[src/rtl/reset_seq_pkg.sv]
// Shared types and constants for the reset sequencer: FSM state encoding and
// the reset-cause codes that firmware reads back.
package reset_seq_pkg;

  typedef enum logic [2:0] {
    WAIT_LOCK  = 3'd0,
    FILTER     = 3'd1,
    REL_PERIPH = 3'd2,
    REL_CPU    = 3'd3,
    RUN        = 3'd4
  } seq_state_e;

  localparam logic [1:0] CAUSE_POR  = 2'b00;
  localparam logic [1:0] CAUSE_LOCK = 2'b01;
  localparam logic [1:0] CAUSE_SW   = 2'b10;
  localparam logic [1:0] CAUSE_WDT  = 2'b11;

  function automatic int maxInt(input int a, input int b);
    return (a > b) ? a : b;
  endfunction

endpackage

[src/rtl/sync2.sv]
// Two-flop synchronizer for a single asynchronous level; clears to 0 while
// rst_n is low so downstream logic never sees a stale high after reset.
module sync2 (
  input  logic clk,
  input  logic rst_n,
  input  logic d_i,
  output logic q_o
);

  logic [1:0] sync_q;

  always_ff @(posedge clk or negedge rst_n) begin
    if (!rst_n) begin
      sync_q <= '0;
    end else begin
      sync_q <= {sync_q[0], d_i};
    end
  end

  assign q_o = sync_q[1];

endmodule

[src/rtl/reset_sequencer.sv]
// Qualifies PLL lock, releases peripheral then CPU reset, and re-enters reset on
// lock loss, software request or watchdog expiry, remembering the last cause.
module reset_sequencer
  import reset_seq_pkg::*;
#(
  parameter int LOCK_CYCLES  = 16,
  parameter int STAGE_CYCLES = 16,
  parameter int WDT_BITS     = 24,
  parameter bit WDT_EN       = 1'b1
) (
  input  logic       clk25,
  input  logic       rst_n,
  input  logic       pll_lock,
  input  logic       sw_rst_req,
  input  logic       wdt_kick,
  output logic       rst_periph,
  output logic       rst_cpu,
  output logic       ready,
  output logic [1:0] rst_cause
);

  localparam int CNT_W = $clog2(maxInt(LOCK_CYCLES, STAGE_CYCLES));
  localparam logic [CNT_W-1:0] LOCK_LAST  = CNT_W'(LOCK_CYCLES - 1);
  localparam logic [CNT_W-1:0] STAGE_LAST = CNT_W'(STAGE_CYCLES - 1);

  seq_state_e       state_q;
  logic [CNT_W-1:0] cnt_q;
  logic             rstPeriph_q;
  logic             rstCpu_q;
  logic             ready_q;
  logic [1:0]       cause_q;
  logic             lockS;
  logic             wdtExpire;
  logic             pastFilter;
  logic             reEnter;

  sync2 uLockSync (
    .clk   (clk25),
    .rst_n (rst_n),
    .d_i   (pll_lock),
    .q_o   (lockS)
  );

  // Watchdog only exists when enabled; unarmed or disabled means it never fires.
  if (WDT_EN) begin : gWdt
    logic [WDT_BITS-1:0] wdtCnt_q;
    logic                wdtArmed_q;

    always_ff @(posedge clk25 or negedge rst_n) begin
      if (!rst_n) begin
        wdtCnt_q   <= '0;
        wdtArmed_q <= 1'b0;
      end else if (state_q != RUN) begin
        wdtCnt_q   <= '0;
        wdtArmed_q <= 1'b0;
      end else if (wdt_kick) begin
        wdtCnt_q   <= '0;
        wdtArmed_q <= 1'b1;
      end else if (wdtArmed_q) begin
        wdtCnt_q   <= wdtCnt_q + WDT_BITS'(1);
      end
    end

    assign wdtExpire = (state_q == RUN) && wdtArmed_q && !wdt_kick && (&wdtCnt_q);
  end else begin : gNoWdt
    assign wdtExpire = 1'b0;
  end

  assign pastFilter = (state_q == REL_PERIPH) || (state_q == REL_CPU) || (state_q == RUN);
  assign reEnter    = pastFilter && (!lockS || wdtExpire || sw_rst_req);

  always_ff @(posedge clk25 or negedge rst_n) begin
    if (!rst_n) begin
      state_q     <= WAIT_LOCK;
      cnt_q       <= '0;
      rstPeriph_q <= 1'b1;
      rstCpu_q    <= 1'b1;
      ready_q     <= 1'b0;
      cause_q     <= CAUSE_POR;
    end else if (reEnter) begin
      // Lock loss outranks watchdog, which outranks the software request.
      rstPeriph_q <= 1'b1;
      rstCpu_q    <= 1'b1;
      ready_q     <= 1'b0;
      cnt_q       <= '0;
      if (!lockS) begin
        cause_q <= CAUSE_LOCK;
        state_q <= WAIT_LOCK;
      end else if (wdtExpire) begin
        cause_q <= CAUSE_WDT;
        state_q <= FILTER;
      end else begin
        cause_q <= CAUSE_SW;
        state_q <= FILTER;
      end
    end else begin
      case (state_q)
        WAIT_LOCK: begin
          cnt_q <= '0;
          if (lockS) begin
            state_q <= FILTER;
          end
        end
        FILTER: begin
          if (!lockS) begin
            state_q <= WAIT_LOCK;
            cnt_q   <= '0;
          end else if (cnt_q == LOCK_LAST) begin
            state_q     <= REL_PERIPH;
            cnt_q       <= '0;
            rstPeriph_q <= 1'b0;
          end else begin
            cnt_q <= cnt_q + CNT_W'(1);
          end
        end
        REL_PERIPH: begin
          if (cnt_q == STAGE_LAST) begin
            state_q <= REL_CPU;
            cnt_q   <= '0;
          end else begin
            cnt_q <= cnt_q + CNT_W'(1);
          end
        end
        REL_CPU: begin
          state_q  <= RUN;
          rstCpu_q <= 1'b0;
          ready_q  <= 1'b1;
        end
        RUN: begin
          ready_q <= 1'b1;
        end
        default: begin
          state_q     <= WAIT_LOCK;
          cnt_q       <= '0;
          rstPeriph_q <= 1'b1;
          rstCpu_q    <= 1'b1;
          ready_q     <= 1'b0;
        end
      endcase
    end
  end

  assign rst_periph = rstPeriph_q;
  assign rst_cpu    = rstCpu_q;
  assign ready      = ready_q;
  assign rst_cause  = cause_q;

endmodule

[config.mk]
export PLATFORM = sky130hd
export DESIGN_NAME = reset_sequencer
export DESIGN_NICKNAME = d
export VERILOG_FILES = /design/src/rtl/reset_seq_pkg.sv /design/src/rtl/sync2.sv /design/src/rtl/reset_sequencer.sv
export SDC_FILE = /design/constraint.sdc
export NUM_CORES = 1
export LEC_CHECK = 0
export CORE_ASPECT_RATIO = 0.5
export CORE_UTILIZATION = 35
export DETAILED_ROUTE_END_ITERATION = 10
export GPL_ROUTABILITY_DRIVEN = 0
export GPL_TIMING_DRIVEN = 0
export PLACE_DENSITY = 0.55
export SETUP_SLACK_MARGIN = 0.3
export SYNTH_ARGS = -nofsm -noshare
export SYNTH_HDL_FRONTEND = slang
export SYNTH_SLANG_ARGS = --single-unit
[constraint.sdc]
create_clock -name clk25 -period 2.1 [get_ports clk25]
set_input_delay 0.42 -clock clk25 [delete_from_list [all_inputs] [get_ports clk25]]
set_output_delay 0.42 -clock clk25 [all_outputs]
set_load 0.1 [all_outputs]
==> results.toml, run 1 <==
[global_routing]
met1_usage_pct = 20.6
grt-ovfl-total = 0
grtUsageTotal_pct = 15.4
antenna_found_initial = 0
grt_pass1_wl_um = 7160
grt_pass1_vias = 1528
grtUsageMet3_pct = 4.10
met2_usage_pct = 23.8
grt_start_max_net_pins = 40
busiest_layer = "met2"

[final_layout]
fill_cells = 534
area_growth_pct = 24.1
n_antenna_cell = 0
final_layout_size_suffix_gt1_share_pct = 22.6
utilization_pct = 45.7
fin_nets = 241

[logic_synthesis]
synth_nets = 213
synthArstFlopShare_pct = 100
synthCells = 206
muxShareOfSynthArea_pct = 1.59
synthSimpleGateAreaFrac_pct = 26.7
yosys_warnings = 0
synth_fa_ha_area_share_pct = 1.22
synth_cell_types = 47
synth-xor-area-share_pct = 8.97
synth_common_cells = "dfrtp_1, nor2_1, nand2_1"
synth_compound_area_share_pct = 11.0
synth_top_family_by_area = "simple AND/OR/NAND/NOR gates"
yosysTopAreaCell = "dfrtp_1"
syn_area_um2 = 2050
synth_top_flop_cell = "dfrtp_1"
yosysSeqAreaShare_pct = 47.7
postSynthAreaPerCell_um2 = 9.95
yosysMostFrequentCell = "dfrtp_1"
ys_ff_latch = 39
synth_edf_count = 0
synth_top_area_share_pct = 45.2
yosys-top-cells-area = "dfrtp_1, xor2_1, nor2_1"

[worst_setup_path]
worstPathArrival_ps = 1980
slowest_stage = "or4b_4"
critical_path.startpoint_type = "flop"
slowest_delay_ps = 480
critPathRequiredTime_ps = 2270
crit_family = "simple AND/OR/NAND/NOR gates"
reg2reg_depth = 7
regToRegSetupSlack_ps = 280
crit_type = "reg -> reg"
crit_chain = "buf_6 > or4b_4 > buf_8 > nor2_8 > a31o_2 > nor2_1 > a22o_1"
cp.depth = 7
worst-path-buf-inv = 2
critPathCaptureType = "flop"
cp_max_fo = 4

[job]
cap_violations = 0

[route]
postRouteWirelength_um = 4090
antenna_left = 0
drt_iter0_drc = 32
viasPerCell = 5.13
drc_errors = 0
routed-via-count = 1579
wl_per_cell_um = 13.3
drt-pass1-iter-count = 4

[clocking]
cts_tree = "yes"
cts.htree.levels = 2
cts_max_path_buffers = 2
root_buffer = "clkbuf_16"
cts_buffers = 5
ctsHoldBuffers = 0
clock_latency_ps = 280
clk_pin_slew_ps = 50
cts_sinks = 39

[floorplan]
die_area_um2 = 6180
io_pins = 10
start_util_pct = 36.8
num_rows = 19
fp.dieW_um = 110
die_h_um = 56.1
core_um2 = 5560

[sta]
fmax_ghz = 0.550
tightest_slew_ps = 873
relSlewSlack_pct = 41.8
rsz0062_at_grt = "yes"
maxSlewViolCount = 0
setup_viol = 0
period_share_pct = 86.6
tns_ps = 0
whs_ps = 251
finalHoldViolations = 0
skew_ps = 3.90
finalWorstPathRequiredPeriod_ps = 1820

[placed_design]
dpl.hpwl_um = 2710
io_buffers = 9

[power_and_ir_drop]
power_leakage_uw = 0.00107
vdd_drop_max_mv = 0.376
power_density_nw_per_um2 = 698

[outcome]
run_status = "finished clean"

[worst_hold_path]
hp-class = "in -> async"
## worst paths after layout
path                                     startpoint             endpoint
worst max-delay path                     state_q[1]             cnt_q[1]
max in group asynchronous                     rst_n           state_q[2]
worst max register to register           state_q[1]             cnt_q[1]
worst min-delay path                          rst_n    gWdt.wdtCnt_q[15]
worst min register to register  uLockSync.sync_q[0]  uLockSync.sync_q[1]
min in group clk25              uLockSync.sync_q[0]  uLockSync.sync_q[1]
## cells by family (layout without fill, tap and decap cells)
group / count (synthesis) / count (layout)
mux: 3 / 3
simple gates: 96 / 96
xor+xnor: 21 / 21
fa+ha+maj: 2 / 2
flops: 39 / 39
compound gates: 35 / 35
buf+inv: 10 / 39
## cell usage in the layout (no fill, tap or decap), types with 4 or more instances in the layout
cell | synthesis | final
buf_4 | 1 | 11
nand4_1 | 7 | 7
xor2_1 | 15 | 15
nand2b_1 | 4 | 4
o21ai_0 | 9 | 9
nor2_1 | 29 | 29
nand3_1 | 10 | 8
and3_1 | 5 | 5
nand2_1 | 19 | 18
dfrtp_2 | 0 | 5
xnor2_1 | 6 | 6
dfrtp_1 | 37 | 32
a21oi_1 | 9 | 9
nor3_1 | 5 | 4
clkbuf_16 | 0 | 5
## registers in the layout, indices dropped and copies added, names as in the netlist
name,cells
cnt_q,4
gWdt.wdtArmed_q,1
gWdt.wdtCnt_q,24
state_q,3
rst_periph,1
rst_cause,2
uLockSync.sync_q,2
ready,1
rst_cpu,1
## final cells by class
| class | instances | area (um2) | share of cell area [%] |
|---|---|---|---|
| Tap cell | 73 | 91.3 | 3.59 |
| Inverter | 3 | 11.3 | 0.443 |
| Timing Repair Buffer | 21 | 181 | 7.14 |
| Sequential cell | 39 | 985 | 38.7 |
| Buffer | 7 | 55.1 | 2.17 |
| Multi-Input combinational cell | 157 | 1060 | 41.8 |
| Clock buffer | 8 | 156 | 6.15 |
## per-stage QoR
stage               instance area, um2  total power [uW]  cells  setup WS (ps)
floorplan                         2060               914    206            305
CTS                               2490              1780    304            274
finish                            2540              1780    308            282
global placement                  2240               971    288           -402
global route                      2540              1870    308            224
detailed placement                2240               973    288           -269
## power by group
part	switching, uW	total [uW]	internal, uW
registers	26.0	800	774
clock network	279	784	505
logic	107	192	85.0
## routing by layer
metal  routed length (um)  vias to the layer above
met3                   99                        7
met5                    0                        -
met2                 1880                       16
met1                 2050                      769
met4                   55                        0
li1                     -                      787
## timing repair
action | 4_1_cts | 5_1_grt
pin swaps | 2 | 4
buffers inserted | 8 | 4
setup endpoints to repair | 18 | 27
resized for setup | 23 | 13
Power figures use the tool's default switching activity.
==> run 2, diff against run 1 <==
CORE_UTILIZATION = 45   (was 35)
PLACE_DENSITY = 0.66   (was 0.55)
SETUP_SLACK_MARGIN = 0.05   (was 0.3)
==> run 2 against run 1 <==
Net effect: setup slack got worse by 180 ps; sequential share of layout area rose by 3.5 points; non-clock buffer count fell by 10; sequential power barely moved; first-iteration DRC count rose by 3.1%; flip-flop and latch count did not move; total power fell by 15%; count of clock-buffer cells in the layout did not move; combinational power fell by 18%; critical path depth did not move; clock skew rose by 0.50 ps; clock power fell by 29%; critical path type is now in -> reg; largest cell class unchanged; highest routed layer unchanged.
==> results.toml, run 2 (synthesis gave the netlist of run 1 again) <==
[sta]
finalHoldViolations = 0
tns_ps = 0
skew_ps = 4.41
setup_viol = 0
relSlewSlack_pct = 36.5
period_share_pct = 95.3
maxSlewViolCount = 0
fmax_ghz = 0.500
rsz0062_at_grt = "yes"
finalWorstPathRequiredPeriod_ps = 2000
tightest_slew_ps = 956

[worst_setup_path]
worstPathArrival_ps = 2170
critPathRequiredTime_ps = 2270
slowest_delay_ps = 490
startpoint = "wdt_kick"
r2r-start = "state_q[1]"
crit_type = "in -> reg"
critical_path.startpoint_type = "primary input"
worst-path-buf-inv = 2
cp_max_fo = 7
critPathCaptureType = "flop"
slowest_stage = "or4b_4"
crit_chain = "clkdlybuf4s50_1 > or4b_4 > buf_6 > nor2_8 > nand3_1 > nand2_1 > mux2_1"
crit_family = "simple AND/OR/NAND/NOR gates"

[power_and_ir_drop]
seqPwrFrac_pct = 53.0
p_sw_share_pct = 25.1
clkPwrFrac_pct = 36.6
combPwrFrac_pct = 10.4
p_int_uw = 1130
switchingPower_uw = 379
power_leakage_uw = 0.000999
power_density_nw_per_um2 = 653
vdd_drop_max_mv = 0.388

[final_layout]
reg_top3 = "gWdt.wdtCnt_q: 24 flops, cnt_q: 4 flops, state_q: 3 flops"
instances_no_fill = 279
layout_commonest_cell = "dfrtp_1"
largest_reg_flops = 24
regMostFlops = "gWdt.wdtCnt_q"
final_layout_size_suffix_gt1_share_pct = 12.4
final_cell_mix = "dfrtp_1, nor2_1, nand2_1"
utilization_pct = 56.1
fin_nets = 231
area_growth_pct = 12.9
n_antenna_cell = 0

[global_routing]
grt_pass1_vias = 1479
grt-ovfl-total = 0
antenna_found_initial = 0
grt_start_max_net_pins = 40
grtUsageTotal_pct = 17.7
grt_pass1_wl_um = 6820

[placed_design]
dp.cells = 269
io_buffers = 9
dpl.hpwl_um = 2690

[floorplan]
core_um2 = 4120
die_h_um = 49.7
fp.dieW_um = 97.4
num_rows = 16
start_util_pct = 49.7
io_pins = 10
die_area_um2 = 4840

[clocking]
clk_pin_slew_ps = 70
ctsHoldBuffers = 0
root_buffer = "clkbuf_8"
clock_latency_ps = 280
cts.htree.levels = 2
cts_max_path_buffers = 2
cts_tree = "yes"
cts_sinks = 39
cts_buffers = 5

[route]
antenna_left = 0
drt_iter0_drc = 33
routed-via-count = 1521
drc_errors = 0
wl_per_cell_um = 13.8
drt-pass1-iter-count = 4
postRouteWirelength_um = 3860
viasPerCell = 5.45

[job]
cap_violations = 0

[outcome]
run_status = "finished clean"

[worst_hold_path]
hp-class = "in -> async"
## run 2: cell types whose count changed in the layout (fill, tap and decap cells not counted), sizes merged
cell           change
clkdlybuf4s15      -2
clkbuf             +1
dlygate4sd2        +2
clkdlybuf4s50      +1
clkdlybuf4s18      -2
buf               -10
## run 2: timing repair
item | 4_1_cts | 5_1_grt
endpoints found under the setup margin | 6 | 2
setup buffers | 0 | 2
pin swaps | 0 | 1
resized for setup | 8 | 2
## run 2: cell type report
| cell class | count | area (um2) |
|---|---|---|
| plain buffers | 7 | 45.0 |
| clock buffers | 8 | 100 |
| fillers | 347 | 1810 |
| inverters | 3 | 11.3 |
| multi-input cells | 157 | 1020 |
| flip-flops and latches | 39 | 978 |
| well taps | 54 | 67.6 |
| repair buffers | 11 | 92.6 |
## run 2: final timing paths
kind                       depth (start not counted)  slack [ps]             endpoint
setup / recovery                                   7         100         rst_cause[1]
hold / removal                                     1         240  uLockSync.sync_q[0]
setup reg to reg                                   7         140         rst_cause[1]
hold reg to reg                                    0         350  uLockSync.sync_q[1]
max in group asynchronous                          1        1300    gWdt.wdtCnt_q[12]
min in group clk25                                 0         350  uLockSync.sync_q[1]
## run 2: per-layer routing
layer | share of wire (%) | GRT usage, % | up-vias
met2 | 48 | 30.9 | 14
met3 | 3.2 | 5.25 | 2
li1 | - | - | 761
met5 | 0 | 0 | -
met1 | 48 | 22.1 | 744
met4 | 0.28 | 3.68 | 0
## run 2: stage by stage
| step | power, uW | worst slack [ps] | hold WS [ps] | area, um2 |
|---|---|---|---|---|
| 2_1_floorplan | 913 | 205 | 124 | 2050 |
| 3_3_place_gp | 965 | -337 | 332 | 2210 |
| 3_5_place_dp | 969 | -237 | 336 | 2200 |
| 4_1_cts | 1530 | 8.27 | 287 | 2300 |
| 5_1_grt | 1580 | 17.8 | 318 | 2310 |
| 6_report | 1510 | 99.6 | 242 | 2310 |
## run 2: power by group through the flow
stage,combinational [uW],clock [uW],sequential [uW]
after floorplan,109,0,804
after global placement,156,0,809
after detailed placement,158,0,811
after CTS,158,570,797
after global routing,179,598,802
final,158,553,801
==> run 3, diff against run 2 <==
CORE_UTILIZATION = 59   (was 45)
PLACE_DENSITY = 0.82   (was 0.66)
TNS_END_PERCENT = 100   (was unset)
==> run 3 against run 2 <==
Net effect: final area decreased by 0.49%; hold slack got worse by 9.6 ps; count of clock-buffer cells in the layout is 2 lower; via count grew 2.4%; total power decreased by 3.5%; clock skew rose by 2.1 ps; non-clock buffer count up 1; die area decreased by 23%; wire length down 2.7%; combinational power is 3% lower; sequential power about the same; utilization increased by 17 points; critical endpoint unchanged.
==> results.toml, run 3 (synthesis gave the netlist of run 1 again) <==
[power_and_ir_drop]
switchingPower_uw = 367
combPwrFrac_pct = 10.6
vdd_drop_max_mv = 0.342
power_density_nw_per_um2 = 633
power_leakage_uw = 0.00100
seqPwrFrac_pct = 54.9
p_int_uw = 1090
clkPwrFrac_pct = 34.6
p_sw_share_pct = 25.2

[route]
drt_iter0_drc = 83
routed-via-count = 1557
wl_met2_um = 1760
m1WireLength_um = 1840
drt-pass1-iter-count = 4
antenna_left = 0
postRouteWirelength_um = 3760
highest_layer = "met4"
viasPerCell = 5.88
drc_errors = 0
met3_wirelength_um = 141
wl_per_cell_um = 14.2

[clocking]
clk_pin_slew_ps = 70
root_buffer = "clkbuf_8"
cts_sinks = 39
cts_max_path_buffers = 2
cts.htree.levels = 2
cts_buffers = 5
cts_tree = "yes"
clock_latency_ps = 290

[worst_setup_path]
worst-path-buf-inv = 2
cp.depth = 7
r2r-start = "state_q[1]"
startpoint = "wdt_kick"
critPathCaptureType = "flop"
reg2reg_depth = 7
crit_type = "in -> reg"
crit_family = "simple AND/OR/NAND/NOR gates"
worstReg2RegEnd = "rst_cause[1]"
critical_path.startpoint_type = "primary input"
endpoint = "rst_cause[1]"
slowest_delay_ps = 490
slowest_stage = "or4b_4"
regToRegSetupSlack_ps = 140
cp_max_fo = 7
critPathRequiredTime_ps = 2270
crit_chain = "clkdlybuf4s50_1 > or4b_4 > buf_6 > nor2_8 > nand3_2 > nand2_1 > mux2_1"
worstPathArrival_ps = 2150

[final_layout]
final_cell_area_um2 = 2300
final_layout_size_suffix_gt1_share_pct = 13.3
n_antenna_cell = 0
multi_input_area_um2 = 1020
regArea_um2 = 978
layout_commonest_cell = "dfrtp_1"
regMostFlops = "gWdt.wdtCnt_q"
final_cell_mix = "dfrtp_1, nor2_1, nand2_1"
fill_cells = 229
largest_reg_flops = 24
fin_nets = 232
area_growth_pct = 12.4
reg_top3 = "gWdt.wdtCnt_q: 24 flops, cnt_q: 4 flops, state_q: 3 flops"

[sta]
tightest_slew_ps = 954
finalHoldViolations = 0
setup_viol = 0
period_share_pct = 94.6
finalWorstPathRequiredPeriod_ps = 1990
rsz0062_at_grt = "no"
relSlewSlack_pct = 36.6
setup_ws_ps = 113
skew_ps = 6.51
fmax_ghz = 0.503
maxSlewViolCount = 0

[floorplan]
die_h_um = 43.7
num_rows = 14
die_area_um2 = 3730
core_um2 = 3150
start_util_pct = 65.0
io_pins = 10
fp.dieW_um = 85.4

[placed_design]
place_area_um2 = 2180
dp_slack_ps = -233
dpl.hpwl_um = 2560
io_buffers = 9

[global_routing]
grt_pass1_wl_um = 6140
grt_start_max_net_pins = 40
grt_pass1_vias = 1368
antenna_found_initial = 0
grtUsageTotal_pct = 22.3
grt-ovfl-total = 0

[worst_hold_path]
hp-class = "in -> async"

[outcome]
run_status = "finished clean"

[job]
cap_violations = 0
[run 3: cell count changes in the layout (fill, tap and decap cells not counted), sizes merged]
cell / change
buf: +1
clkinv: +1
clkdlybuf4s15: +1
clkbuf: -3
[run 3: per-layer routing]
layer  vias up  global-route usage, %
met5         -                      0
met4         0                   8.67
met3         5                   6.86
met2        29                   36.5
met1       756                   28.8
li1        767                      -
[run 3: final cells by class]
type / instances / area share, %
Sequential cell: 39 / 42.5
Tap cell: 40 / 2.17
Timing Repair Buffer: 12 / 4.62
Multi-Input combinational cell: 157 / 44.5
Inverter: 3 / 0.489
Clock inverter: 1 / 0.217
Clock buffer: 6 / 3.59
Buffer: 7 / 1.96
[run 3: worst register-to-register path, cell delays in order (launching register included)]
cell and delay, ps:
dfrtp_1 370, buf_6 140, or4b_4 530, buf_6 160
nor2_8 120, nand3_2 100, nand2_1 100, mux2_1 320
[run 3: power groups by stage]
stage	combinational (uW)	clock, uW	sequential, uW
3_3_place_gp	153	0	809
5_1_grt	179	544	802
2_1_floorplan	109	0	804
3_5_place_dp	155	0	810
6_report	154	504	800
4_1_cts	155	519	796
[run 3: worst min-delay path by stage]
stage,from,to,slack (ps),depth (start not counted)
after floorplan,rst_n,cnt_q[0],120,0
after global placement,uLockSync.sync_q[0],uLockSync.sync_q[1],330,0
after detailed placement,uLockSync.sync_q[0],uLockSync.sync_q[1],340,0
after CTS,rst_n,gWdt.wdtCnt_q[8],270,1
after global routing,rst_n,gWdt.wdtCnt_q[12],310,1
final,rst_n,gWdt.wdtCnt_q[8],230,1
[run 3: repair_timing]
action,4_1_cts,5_1_grt
pin swaps,0,2
gates resized for setup,9,2
hold buffers,0,0
setup buffers,0,3
setup endpoints to repair,5,1
[run 3: stage by stage]
step / TNS [ps] / power (uW) / cells / util, % / hold WS (ps)
after floorplan: 0 / 913 / 206 / - / 124
after global placement: -11990 / 962 / 255 / 69.4 / 332
after detailed placement: -663 / 965 / 255 / 69.3 / 344
after CTS: 0 / 1470 / 262 / 72.0 / 265
after global routing: 0 / 1520 / 265 / 73.1 / 310
final: 0 / 1460 / 265 / 73.1 / 232
